## src/rtl/regfile_access_ctrl.sv

```systemverilog
// Register-file access controller: zero-fills the register file after reset,
// then arbitrates core read/write ports against single-cycle debug accesses.
module regfile_access_ctrl #(
  parameter int unsigned NUM_REGS = 32,
  parameter int unsigned ADDR_W   = 5,
  parameter int unsigned DATA_W   = 32
) (
  input  logic              i_clk,
  input  logic              i_rst,
  input  logic [ADDR_W-1:0] i_core_rs1_addr,
  input  logic [ADDR_W-1:0] i_core_rs2_addr,
  input  logic              i_core_wr_en,
  input  logic [ADDR_W-1:0] i_core_wr_addr,
  input  logic [DATA_W-1:0] i_core_wr_data,
  output logic              o_core_stall,
  input  logic              i_dbg_req,
  input  logic              i_dbg_we,
  input  logic [ADDR_W-1:0] i_dbg_addr,
  input  logic [DATA_W-1:0] i_dbg_wdata,
  output logic              o_dbg_ack,
  output logic [DATA_W-1:0] o_dbg_rdata,
  output logic [ADDR_W-1:0] o_rf_rs1_addr,
  output logic [ADDR_W-1:0] o_rf_rs2_addr,
  output logic [ADDR_W-1:0] o_rf_rd_addr,
  output logic [DATA_W-1:0] o_rf_rd_data,
  output logic              o_rf_rd_wren,
  input  logic [DATA_W-1:0] i_rf_rs1_data,
  output logic              o_init_done
);

  localparam logic [ADDR_W-1:0] LAST_REG = ADDR_W'(NUM_REGS - 1);

  typedef enum logic [1:0] {
    S_INIT = 2'd0,
    S_RUN  = 2'd1,
    S_DBG  = 2'd2,
    S_ACK  = 2'd3
  } state_t;

  state_t              state_q, state_d;
  logic [ADDR_W-1:0]   cnt_q, cnt_d;
  logic                ack_q, ack_d;
  logic [DATA_W-1:0]   rdata_q, rdata_d;
  logic                done_q, done_d;

  // Next-state and registered-output logic
  always_comb begin
    state_d = state_q;
    cnt_d   = cnt_q;
    ack_d   = 1'b0;
    rdata_d = rdata_q;
    done_d  = done_q;
    case (state_q)
      S_INIT: begin
        cnt_d = cnt_q + ADDR_W'(1);
        if (cnt_q == LAST_REG) begin
          state_d = S_RUN;
          done_d  = 1'b1;
        end
      end
      S_RUN: begin
        if (i_dbg_req) state_d = S_DBG;
      end
      S_DBG: begin
        rdata_d = i_rf_rs1_data;
        ack_d   = 1'b1;
        state_d = S_ACK;
      end
      S_ACK: begin
        state_d = S_RUN;
      end
      default: state_d = S_INIT;
    endcase
  end

  always_ff @(posedge i_clk) begin
    if (!i_rst) begin
      state_q <= S_INIT;
      cnt_q   <= '0;
      ack_q   <= 1'b0;
      rdata_q <= '0;
      done_q  <= 1'b0;
    end else begin
      state_q <= state_d;
      cnt_q   <= cnt_d;
      ack_q   <= ack_d;
      rdata_q <= rdata_d;
      done_q  <= done_d;
    end
  end

  // Port steering decoded from the registered state; core owns the ports by default
  always_comb begin
    o_core_stall  = 1'b0;
    o_rf_rs1_addr = i_core_rs1_addr;
    o_rf_rs2_addr = i_core_rs2_addr;
    o_rf_rd_addr  = i_core_wr_addr;
    o_rf_rd_data  = i_core_wr_data;
    o_rf_rd_wren  = i_core_wr_en && (i_core_wr_addr != '0);
    case (state_q)
      S_INIT: begin
        o_core_stall = 1'b1;
        o_rf_rd_wren = 1'b1;
        o_rf_rd_addr = cnt_q;
        o_rf_rd_data = '0;
      end
      S_DBG: begin
        o_core_stall  = 1'b1;
        o_rf_rs1_addr = i_dbg_addr;
        o_rf_rd_addr  = i_dbg_addr;
        o_rf_rd_data  = i_dbg_wdata;
        o_rf_rd_wren  = i_dbg_we && (i_dbg_addr != '0);
      end
      default: ;
    endcase
  end

  assign o_dbg_ack   = ack_q;
  assign o_dbg_rdata = rdata_q;
  assign o_init_done = done_q;

endmodule

```

## config.mk

```make
export PLATFORM = sky130hd
export DESIGN_NAME = regfile_access_ctrl
export DESIGN_NICKNAME = d
export VERILOG_FILES = /design/src/rtl/regfile_access_ctrl.sv
export SDC_FILE = /design/constraint.sdc
export NUM_CORES = 1
export LEC_CHECK = 0
export BUFFER_PORTS_ARGS = -buffer_cell sky130_fd_sc_hd__buf_2
export CAP_MARGIN = 20
export CORE_AREA = 2 2 79 81
export CTS_CLUSTER_DIAMETER = 80
export DETAILED_ROUTE_END_ITERATION = 8
export DIE_AREA = 0 0 81 83
export PLACE_DENSITY_LB_ADDON = 0.15
export RECOVER_POWER = 100
export SYNTH_ARGS = -nofsm -noshare
export SYNTH_HDL_FRONTEND = slang
export SYNTH_SLANG_ARGS = --single-unit
```

## constraint.sdc

```tcl
create_clock -name i_clk -period 2.3 [get_ports i_clk]
set_clock_uncertainty 0.15 [all_clocks]
set_input_delay 0.345 -clock i_clk [delete_from_list [all_inputs] [get_ports i_clk]]
set_output_delay 0.345 -clock i_clk [all_outputs]
set_load 0.1 [all_outputs]
```

==> reports/metrics.csv, run 1 <==
stage,metric,value,unit
timing,worst-slew-pin-transition,1.22,ns
route,dr_total_vias,2339,
critical_path,critPathArrivalTime,1.75,ns
clocking,root_buffer,clkbuf_8,
route,vias_per_cell,4.84,
power_and_ir_drop,swShare,0.552,
logic_synthesis,synth_top_family_by_area,multiplexers,
clocking,htreeDepth,2,
worst_hold_path,hold_path_class,primary input to flip-flop,
timing,finalSetupViolations,0,
global_route,grt_overflow,0,
timing,finalHoldViolCount,0,
run_status,status,completed,
critical_path,worstPathMaxFanout,27,
critical_path,start_kind,flip-flop,
clocking,clock-sinks,41,
die,start_util,0.356,
timing,slew_viol_final,0,
clocking,insertion_delay,0.28,ns
die,fp.dieH,83,um
die,core,0.00582,mm2
power_and_ir_drop,power,4.55,mW
clocking,cts_hold_buf,0,
critical_path,slowest_stage,mux2_2,
logic_synthesis,yosys.area_share.simple,0.123,
critical_path,r2r-start,state_q[0],
critical_path,rr_worst_depth,6,
logic_synthesis,synth_area,0.00207,mm2
final_layout,seq_area,823,um2
critical_path,cp_data_required_time,1.80,ns
die,dieArea,0.00672,mm2
logic_synthesis,ys_seq_elements,41,
route,dr.max_layer_used,met4,
timing,period_minus_slack,2.24,ns
worst_hold_path,min_to,o_dbg_rdata[16],
worst_hold_path,holdPathStages,3,
route,route.met2.wl,4050,um
final_layout,nets,533,
final_layout,fillers,562,
global_route,grt_pass1_vias,2372,
final_layout,syn2layout_area_growth,78.3,%
global_route,track_usage,0.223,
clocking,path_clk_slew,0.08,ns
global_route,antenna_found_initial,0,
critical_path,end_kind,output port,
final_layout,multi_input_area,0.00115,mm2
logic_synthesis,synth_compound_area_frac,0.179,
logic_synthesis,synth_cells,222,
final_layout,final_common_cell,buf_2,
timing,finalSetupTns,0,ns
global_route,grt_pass1_wl,11700,um
timing,period_share,0.976,
placement,place_area,0.00377,mm2
logic_synthesis,synth-xor-area-share,0.0127,
timing,rsz0062_at_grt,yes,
power_and_ir_drop,p_clk_frac,0.114,
final_layout,utilization,0.634,
critical_path,critPathKind,flip-flop to output port,
route,drcViolationCount,0,
power_and_ir_drop,pwr-share-seq,0.174,
global_route,grt_max_degree,40,
logic_synthesis,synth.area.mux_share,0.186,
final_layout,stdcell_area,0.00369,mm2
route,wl_per_cell,16.2,um
power_and_ir_drop,intPower,2.04,mW
critical_path,cpPeakStageDelay,0.41,ns
route,drtIter0Drc,80,
route,dr.pass1.iters,4,
logic_synthesis,syn_nets,348,
route,dr_wl_met3,760,um
critical_path,crit_chain,"inv_2, ha_4, buf_4, mux2_2, buf_12",
clocking,cts_buffers,5,
logic_synthesis,yosys.area_share.adder,0.0302,
route,postRouteAntennaNets,0,
critical_path,rr_endpoint,o_dbg_rdata[27],
power_and_ir_drop,powerDensity,1230,mW/mm2
placement,dpl.hpwl,6250,um
critical_path,r2r_slack,0.42,ns
final_layout,layout_common_cells,"buf_2, dfxtp_1, nor2_1, mux2i_1, clkbuf_1",
power_and_ir_drop,combPwrFrac,0.712,
logic_synthesis,syn-mean-instance-area,9.32,um2
final_layout,diodes,0,
route,wirelength_met1,2870,um
timing,slew_headroom,0.189,
die,io_pins,204,
clocking,clk_path_buf_depth,2,
placement,port_buffers,193,
power_and_ir_drop,ir_worst_vdd,0.707,mV
logic_synthesis,synth_cell_type_count,27,
die,num_rows,28,
power_and_ir_drop,leakagePower,1.68,nW
placement,place_congestion,0.775,
worst_hold_path,worstHoldStart,i_rf_rs1_data[16],
logic_synthesis,ys_seq_area_frac,0.397,
timing,fmax,446,MHz
logic_synthesis,ys_warn_count,0,
clocking,cts_tree,built,
final_layout,drive_gt1_frac,0.515,
job,drv_cap,0,
die,die_width,81,um
route,wl,7840,um
power_and_ir_drop,power.net_switching,2.51,mW
[worst max-delay path: cells and delay by family, from the launching register on]
family,cells,cell delay [ns]
buffers and inverters,3,0.56
flip-flops,1,0.33
adder cells (fa/ha/maj),1,0.16
multiplexers,1,0.41
[cell families (layout without fill, tap and decap cells)]
logic type / count (synthesis) / count (layout)
XOR/XNOR: 3 / 3
adder cells (fa/ha/maj): 5 / 5
flip-flops: 41 / 41
AO/OA/AOI/OAI: 45 / 45
buffers and inverters: 29 / 215
AND/OR/NAND/NOR: 61 / 61
multiplexers: 38 / 38
[power by group through the flow]
stage               logic, mW  clock network (mW)  registers (mW)
floorplan                2.13                   0           0.891
global placement         3.40                   0           0.805
detailed placement       3.42                   0           0.807
CTS                      3.44               0.537           0.790
global route             3.33               0.560           0.796
finish                   3.24               0.520           0.791
[metal layers]
layer / global-route usage / vias up
li1: - / 1145
met1: 0.234 / 1063
met2: 0.403 / 117
met3: 0.0772 / 14
met4: 0.0786 / 0
met5: 0 / -
[timing repair]
action,in CTS,in global routing
gates resized for setup,1,1
setup buffers,0,1
endpoints found under the hold margin,0,0
cloned,0,1
endpoints found under the setup margin,33,34
[registers in the layout, summed over array words and instances (netlist names)]
register / count
o_init_done: 1
state_q: 2
o_dbg_rdata: 32
cnt_q: 5
o_dbg_ack: 1
[Yosys cell counts (all sizes together)]
cell type | number | area, um2
nand3 | 2 | 10.0
a22oi | 4 | 30.0
inv | 6 | 22.5
a21oi | 3 | 15.0
o211ai | 2 | 20.0
nand2b | 2 | 12.5
a22o | 32 | 280
o21a | 1 | 7.51
dfxtp | 41 | 821
nor2b | 1 | 6.26
and2 | 1 | 6.26
clkbuf | 5 | 18.8
nor2 | 39 | 146
nand4 | 1 | 6.26
xor2 | 2 | 17.5
or4 | 2 | 15.0
a21o | 1 | 7.51
and3 | 1 | 6.26
buf | 18 | 108
nand2 | 12 | 45.0
ha | 5 | 62.6
xnor2 | 1 | 8.76
mux2i | 34 | 340
mux2 | 4 | 45.0
o21ai | 2 | 10.0
[layout make-up]
class / instances / share of cell area
clock buffers: 7 / 0.0261
clock inverters: 1 / 0.00238
inverters: 6 / 0.00611
multi-input cells: 152 / 0.313
flip-flops and latches: 41 / 0.223
well taps: 75 / 0.0254
repair buffers: 201 / 0.404
[worst max-delay path by stage]
| stage | from | endpoint | slack [ns] |
|---|---|---|---|
| final | state_q[0] | o_rf_rs1_addr[4] | 0.06 |
| after CTS | state_q[1] | o_rf_rd_data[8] | 0.009 |
| after global routing | state_q[0] | o_rf_rd_data[10] | -0.004 |
| after global placement | state_q[1] | o_rf_rd_data[11] | 0.31 |
| after detailed placement | state_q[1] | o_rf_rd_data[8] | 0.25 |
| after floorplan | state_q[0] | o_rf_rd_wren | -0.54 |
[through the flow]
step	hold WS, ns	cells	setup WS [ns]
finish	0.139	483	0.0560
floorplan	0.312	222	-0.538
global route	0.145	483	-0.00409
CTS	0.135	481	0.00897
detailed placement	0.306	473	0.250
global placement	0.297	473	0.306
(Power assumes the default switching activity.)
==> inputs of run 2 (changes only) <==
--- a/config.mk
+++ b/config.mk
@@ -11,8 +11,8 @@
 export CTS_CLUSTER_DIAMETER = 80
 export DETAILED_ROUTE_END_ITERATION = 8
 export DIE_AREA = 0 0 81 83
-export PLACE_DENSITY_LB_ADDON = 0.15
-export RECOVER_POWER = 100
+export PLACE_DENSITY = 0.83
+export RECOVER_POWER = 25
 export SYNTH_ARGS = -nofsm -noshare
 export SYNTH_HDL_FRONTEND = slang
 export SYNTH_SLANG_ARGS = --single-unit
==> reports/metrics.csv, run 2 (synthesized netlist as in run 1, its figures left out) <==
stage,metric,value,unit,change
run_status,status,completed,,
critical_path,end_kind,output port,,
final_layout,diodes,0,,unchanged
power_and_ir_drop,power.net_switching,2.54,mW,+1.2%
route,wl_per_cell,15.9,um,-2.0%
job,drv_cap,0,,unchanged
clocking,root_buffer,clkbuf_8,,
critical_path,start_kind,flip-flop,,
final_layout,largest_register_ffs,32,,unchanged
final_layout,final_common_cell,buf_2,,
critical_path,cp_data_required_time,1.80,ns,about the same
timing,rsz0062_at_grt,no,,
global_route,grt_pass1_wl,11600,um,-0.77%
clocking,cts_buffers,5,,unchanged
power_and_ir_drop,intPower,2.16,mW,+6.0%
die,start_util,0.356,,unchanged
route,vias_per_cell,4.91,,+1.4%
power_and_ir_drop,combPwrFrac,0.737,,+0.025
timing,period_share,0.961,,-0.0143
placement,port_buffers,193,,unchanged
die,core,0.00582,mm2,unchanged
timing,worst-slew-pin-transition,0.941,ns,-0.281 ns
route,dr_wl_met3,654,um,-14%
global_route,track_usage,0.221,,-0.00272
critical_path,worstPathMaxFanout,32,,+19%
route,postRouteAntennaNets,0,,unchanged
route,drcViolationCount,0,,unchanged
critical_path,critPathKind,flip-flop to output port,,
timing,slew_viol_final,0,,unchanged
critical_path,slowest_stage,mux2_2,,
final_layout,syn2layout_area_growth,88.4,%,
global_route,grt_max_degree,33,,-18%
final_layout,nets,532,,-0.19%
global_route,grt_overflow,0,,unchanged
global_route,antenna_found_initial,0,,unchanged
power_and_ir_drop,powerDensity,1210,mW/mm2,-2.2%
timing,fmax,452,MHz,+1.5%
route,wirelength_met1,2720,um,-5.2%
clocking,insertion_delay,0.28,ns,about the same
clocking,path_clk_slew,0.07,ns,about the same
timing,finalHoldViolCount,0,,unchanged
clocking,post_cts_buffers,0,,unchanged
timing,finalSetupViolations,0,,unchanged
die,die_width,81,um,unchanged
route,dr.max_layer_used,met4,,
timing,setup_ws,0.0889,ns,+0.0329 ns
power_and_ir_drop,leakagePower,1.86,nW,+11%
critical_path,critPathArrivalTime,1.72,ns,-0.03 ns
final_layout,drive_gt1_frac,0.597,,+0.0823
global_route,grt_pass1_vias,2389,,+0.72%
route,drtIter0Drc,65,,-19%
power_and_ir_drop,power,4.70,mW,+3.3%
final_layout,layout_common_cells,"buf_2, buf_12, dfxtp_1, nor2_1, mux2i_1",,
placement,dpl.hpwl,6190,um,-0.97%
route,dr_total_vias,2367,,+1.2%
route,route.met2.wl,4050,um,unchanged
power_and_ir_drop,p_clk_frac,0.094,,-0.020
power_and_ir_drop,swShare,0.541,,-0.0117
die,io_pins,204,,unchanged
critical_path,crit_chain,"inv_2, ha_4, buf_6, mux2_2, buf_12",,
clocking,clk_path_buf_depth,2,,unchanged
die,num_rows,28,,unchanged
worst_hold_path,hold_path_class,primary input to flip-flop,,
clocking,htreeDepth,2,,unchanged
placement,pre_cts_ws,0.264,ns,+0.0142 ns
route,dr.pass1.iters,4,,unchanged
clocking,clock-sinks,41,,unchanged
placement,place_congestion,0.819,,+5.6%
critical_path,crit_buf_inv,3,,unchanged
route,wl,7670,um,-2.2%
critical_path,crit_family,buffers and inverters,,
die,dieArea,0.00672,mm2,unchanged
timing,slew_headroom,0.373,,+0.184
die,fp.dieH,83,um,unchanged
power_and_ir_drop,ir_worst_vdd,0.642,mV,-9.2%
critical_path,cpPeakStageDelay,0.40,ns,about the same
clocking,cts_tree,built,,
timing,period_minus_slack,2.21,ns,-0.0329 ns
power_and_ir_drop,pwr-share-seq,0.168,,-0.006
run 2: cell types whose count changed in the layout (fill, tap and decap cells not counted), moves of 3 or more:
cell / delta
buf_2: +34
clkbuf_1: -31
buf_12: +27
buf_8: -16
buf_6: -7
buf_4: -5
a22o_1: -3
a22o_4: +3
run 2: worst min-delay path: cells and delay by family:
family / cells / cell delay [ns]
AND/OR/NAND/NOR: 1 / 0.07
multiplexers: 1 / 0.05
buffers and inverters: 1 / 0.07
run 2: final cells by class:
class                           instances  area (um2)
Fill cell                             474        1920
Clock buffer                            7        76.3
Clock inverter                          1        7.51
Sequential cell                        41         823
Tap cell                               75        93.8
Multi-Input combinational cell        152        1180
Inverter                                6        22.5
Timing Repair Buffer                  200        1690
run 2: routing by layer:
metal,up-vias,GRT usage
li1,1143,-
met1,1084,0.230
met2,122,0.417
met3,18,0.0489
met4,0,0.0817
met5,-,0
run 2: stage by stage:
stage,utilization,instances,hold slack (ns),cell area (um2),setup TNS [ns]
floorplan,-,222,0.312,2140,-0.970
global placement,0.647,474,0.300,3760,0
detailed placement,0.647,474,0.325,3760,0
CTS,0.663,482,0.134,3850,0
global route,0.670,482,0.153,3900,0
finish,0.670,482,0.148,3900,0
run 2: path summary, 6_finish.rpt:
check | cells after the start | start | endpoint | slack, ns
worst max-delay path | 5 | state_q[0] | o_rf_rs1_addr[3] | 0.09
worst min-delay path | 3 | i_rf_rs1_data[16] | o_dbg_rdata[16] | 0.15
worst max register to register | 5 | state_q[0] | o_dbg_rdata[28] | 0.37
worst min register to register | 2 | o_init_done | o_init_done | 0.33
run 2: timing repair:
item / in CTS / in global routing
endpoints found under the setup margin: 2 / 26
hold buffers: 0 / 0
pin swaps: 0 / 0
gates resized for setup: 2 / 9
run 2: power by group through the flow:
| stage | combinational, mW | clock, mW | sequential, mW |
|---|---|---|---|
| floorplan | 2.13 | 0 | 0.891 |
| global placement | 3.36 | 0 | 0.803 |
| detailed placement | 3.41 | 0 | 0.806 |
| CTS | 3.43 | 0.462 | 0.790 |
| global route | 3.57 | 0.488 | 0.797 |
| finish | 3.47 | 0.444 | 0.790 |
==> inputs of run 3 (changes only) <==
--- a/config.mk
+++ b/config.mk
@@ -5,13 +5,14 @@
 export SDC_FILE = /design/constraint.sdc
 export NUM_CORES = 1
 export LEC_CHECK = 0
+export ABC_AREA = 1
 export BUFFER_PORTS_ARGS = -buffer_cell sky130_fd_sc_hd__buf_2
 export CAP_MARGIN = 20
-export CORE_AREA = 2 2 79 81
+export CORE_AREA = 2 2 80 82
 export CTS_CLUSTER_DIAMETER = 80
 export DETAILED_ROUTE_END_ITERATION = 8
-export DIE_AREA = 0 0 81 83
-export PLACE_DENSITY = 0.83
+export DIE_AREA = 0 0 82 84
+export PLACE_DENSITY = 0.82
 export RECOVER_POWER = 25
 export SYNTH_ARGS = -nofsm -noshare
 export SYNTH_HDL_FRONTEND = slang
==> constraint.sdc (replaced) <==
create_clock -name i_clk -period 2.1 [get_ports i_clk]
set_clock_uncertainty 0.15 [all_clocks]
set_input_delay 0.315 -clock i_clk [delete_from_list [all_inputs] [get_ports i_clk]]
set_output_delay 0.315 -clock i_clk [all_outputs]
set_load 0.1 [all_outputs]
==> reports/metrics.csv, run 3 <==
stage,metric,value,unit,change
run_status,status,completed,,
final_layout,multi_input_area,0.00118,mm2,-0.11%
route,postRouteAntennaNets,0,,unchanged
worst_hold_path,hold_path_class,primary input to flip-flop,,
timing,slew_headroom,0.623,,+0.250
global_route,grt_max_degree,39,,+18%
final_layout,nets,598,,+12%
logic_synthesis,ys_seq_elements,41,,unchanged
critical_path,worstPathMaxFanout,24,,-25%
timing,rsz0062_at_grt,yes,,
clocking,cts_tree,built,,
final_layout,fillers,479,,+1.1%
route,drtIter0Drc,98,,+51%
critical_path,slowest_stage,dfxtp_2,,
global_route,grt_pass1_wl,13100,um,+13%
final_layout,seq_area,826,um2,+0.30%
logic_synthesis,ys_seq_area_frac,0.393,,-0.00427
power_and_ir_drop,leakagePower,2.07,nW,+11%
logic_synthesis,synth_cell_type_count,22,,-19%
route,vias_per_cell,4.96,,+1.1%
timing,finalSetupViolations,0,,unchanged
timing,slew_viol_final,0,,unchanged
logic_synthesis,synthTopCellsByArea,"dfxtp_1, nor2_1, a22o_1, o21ai_0, nand2_1",,
critical_path,critPathArrivalTime,1.62,ns,-0.10 ns
logic_synthesis,synth_top_cell_area_share,0.393,,-0.00427
route,wl_per_cell,16.0,um,+0.46%
die,dieArea,0.00689,mm2,+2.5%
clocking,path_clk_slew,0.08,ns,about the same
logic_synthesis,syn_nets,410,,+18%
critical_path,crit_family,buffers and inverters,,
logic_synthesis,synth_area,0.00209,mm2,+1.1%
timing,period_minus_slack,2.08,ns,
route,dr.pass1.iters,4,,unchanged
timing,finalSetupTns,0,ns,unchanged
critical_path,end_kind,output port,,
logic_synthesis,synth_most_common_cell,nor2_1,,
critical_path,cpPeakStageDelay,0.33,ns,-0.07 ns
clocking,insertion_delay,0.28,ns,about the same
clocking,cts_buffers,5,,unchanged
timing,holdWs,0.101,ns,-0.0468 ns
logic_synthesis,synth_cells,284,,+28%
die,die_width,82,um,+1.2%
clocking,htreeDepth,2,,unchanged
clocking,cts_hold_buf,0,,unchanged
final_layout,layout_common_cells,"buf_2, nor2_1, buf_12, dfxtp_1, o21ai_0",,
timing,finalHoldViolCount,0,,unchanged
critical_path,cp_data_required_time,1.63,ns,-0.17 ns
clocking,clock-sinks,41,,unchanged
critical_path,cp_common_cell,buf_12,,
global_route,grt_pass1_vias,2709,,+13%
route,wl,8810,um,+15%
route,drcViolationCount,0,,unchanged
die,num_rows,29,,+3.6%
power_and_ir_drop,powerDensity,1190,mW/mm2,-1.1%
critical_path,critPathKind,flip-flop to output port,,
final_layout,final_common_cell,buf_2,,
logic_synthesis,synth_commonest_cells,"nor2_1, dfxtp_1, nand2_1, o21ai_0, a22o_1",,
logic_synthesis,ys_warn_count,0,,unchanged
critical_path,start_kind,flip-flop,,
final_layout,largest_register_ffs,32,,unchanged
final_layout,syn2layout_area_growth,92.0,%,
logic_synthesis,syn-mean-instance-area,7.36,um2,-21%
power_and_ir_drop,ir_worst_vdd,0.894,mV,+39%
logic_synthesis,synth-async-reset-ratio,0,,unchanged
placement,dpl.hpwl,7040,um,+14%
timing,fmax,480,MHz,
final_layout,drive_gt1_frac,0.550,,-0.0474
critical_path,crit_buf_inv,3,,unchanged
timing,worst-slew-pin-transition,0.566,ns,-0.375 ns
die,core,0.00610,mm2,+4.8%
placement,port_buffers,193,,unchanged
timing,period_share,0.992,,
placement,place_congestion,0.912,,+11%
logic_synthesis,synth_edf_count,0,,unchanged
die,fp.dieH,84,um,+1.2%
clocking,root_buffer,clkbuf_8,,
global_route,track_usage,0.248,,+0.0278
logic_synthesis,synth_top_area_cell,dfxtp_1,,
critical_path,crit_chain,"inv_2, ha_4, nor2_8, buf_12, a22o_1, buf_12",,
global_route,grt_overflow,0,,unchanged
job,drv_cap,0,,unchanged
logic_synthesis,synth_ff_type,dfxtp_1,,
global_route,antenna_found_initial,1,,+1
die,io_pins,204,,unchanged
clocking,clk_path_buf_depth,2,,unchanged
route,dr_total_vias,2735,,+16%
die,start_util,0.343,,-0.0127
[run 3: through the flow]
| stage | setup WS, ns | instances | util | area (um2) | power, mW |
|---|---|---|---|---|---|
| 6_report | 0.0160 | 551 | 0.658 | 4010 | 4.79 |
| 5_1_grt | -0.0571 | 551 | 0.658 | 4010 | 4.94 |
| 4_1_cts | 0.00428 | 550 | 0.655 | 3990 | 4.80 |
| 3_5_place_dp | 0.215 | 536 | 0.626 | 3820 | 4.11 |
| 3_3_place_gp | 0.223 | 536 | 0.626 | 3820 | 4.08 |
| 2_1_floorplan | -1.26 | 284 | - | 2190 | 3.01 |
[run 3: cell type report]
class                           instances  share of cell area
Inverter                               15              0.0150
Clock buffer                            7              0.0215
Multi-Input combinational cell        204               0.294
Clock inverter                          1             0.00748
Tap cell                               77              0.0240
Sequential cell                        41               0.206
Timing Repair Buffer                  205               0.432
Antenna cell                            1            0.000623
[run 3: cell families after synthesis]
kind of cell	Yosys count	synth area share
buffers and inverters	39	0.0969
flip-flops	41	0.393
AO/OA/AOI/OAI	74	0.237
AND/OR/NAND/NOR	125	0.244
adder cells (fa/ha/maj)	5	0.0299
[run 3: worst register-to-register path, cell delays in order (launching register included)]
cell and delay, ns:
dfxtp_2 0.32, inv_2 0.09, ha_4 0.22, buf_4 0.23, inv_2 0.09, buf_4 0.24
nor2_1 0.16, nor2_1 0.06
[run 3: power by group]
group          internal (mW)  switching (mW)  total (mW)
logic                   1.13            2.15        3.28
registers              0.830          0.0368       0.867
clock network          0.387           0.254       0.641
[run 3: timing repair]
action / in CTS / in global routing
pin swaps: 3 / 0
endpoints found under the setup margin: 42 / 33
buffers inserted: 6 / 0
gates cloned: 0 / 0
gates resized for setup: 3 / 3
[run 3: layer usage]
layer | wire length [um] | vias to the layer above | GRT usage
met5 | 0 | - | 0
met4 | 274 | 0 | 0.112
met3 | 686 | 23 | 0.0335
met2 | 4560 | 138 | 0.451
met1 | 3280 | 1256 | 0.278
li1 | - | 1318 | -
[run 3: worst paths after layout]
check | from | to | slack [ns] | cells past startpoint
setup / recovery | state_q[0] | o_rf_rd_data[10] | 0.02 | 6
hold / removal | i_rf_rs1_data[0] | o_dbg_rdata[0] | 0.10 | 3
setup reg to reg | state_q[0] | o_dbg_rdata[11] | 0.44 | 7
hold reg to reg | o_init_done | o_init_done | 0.35 | 2
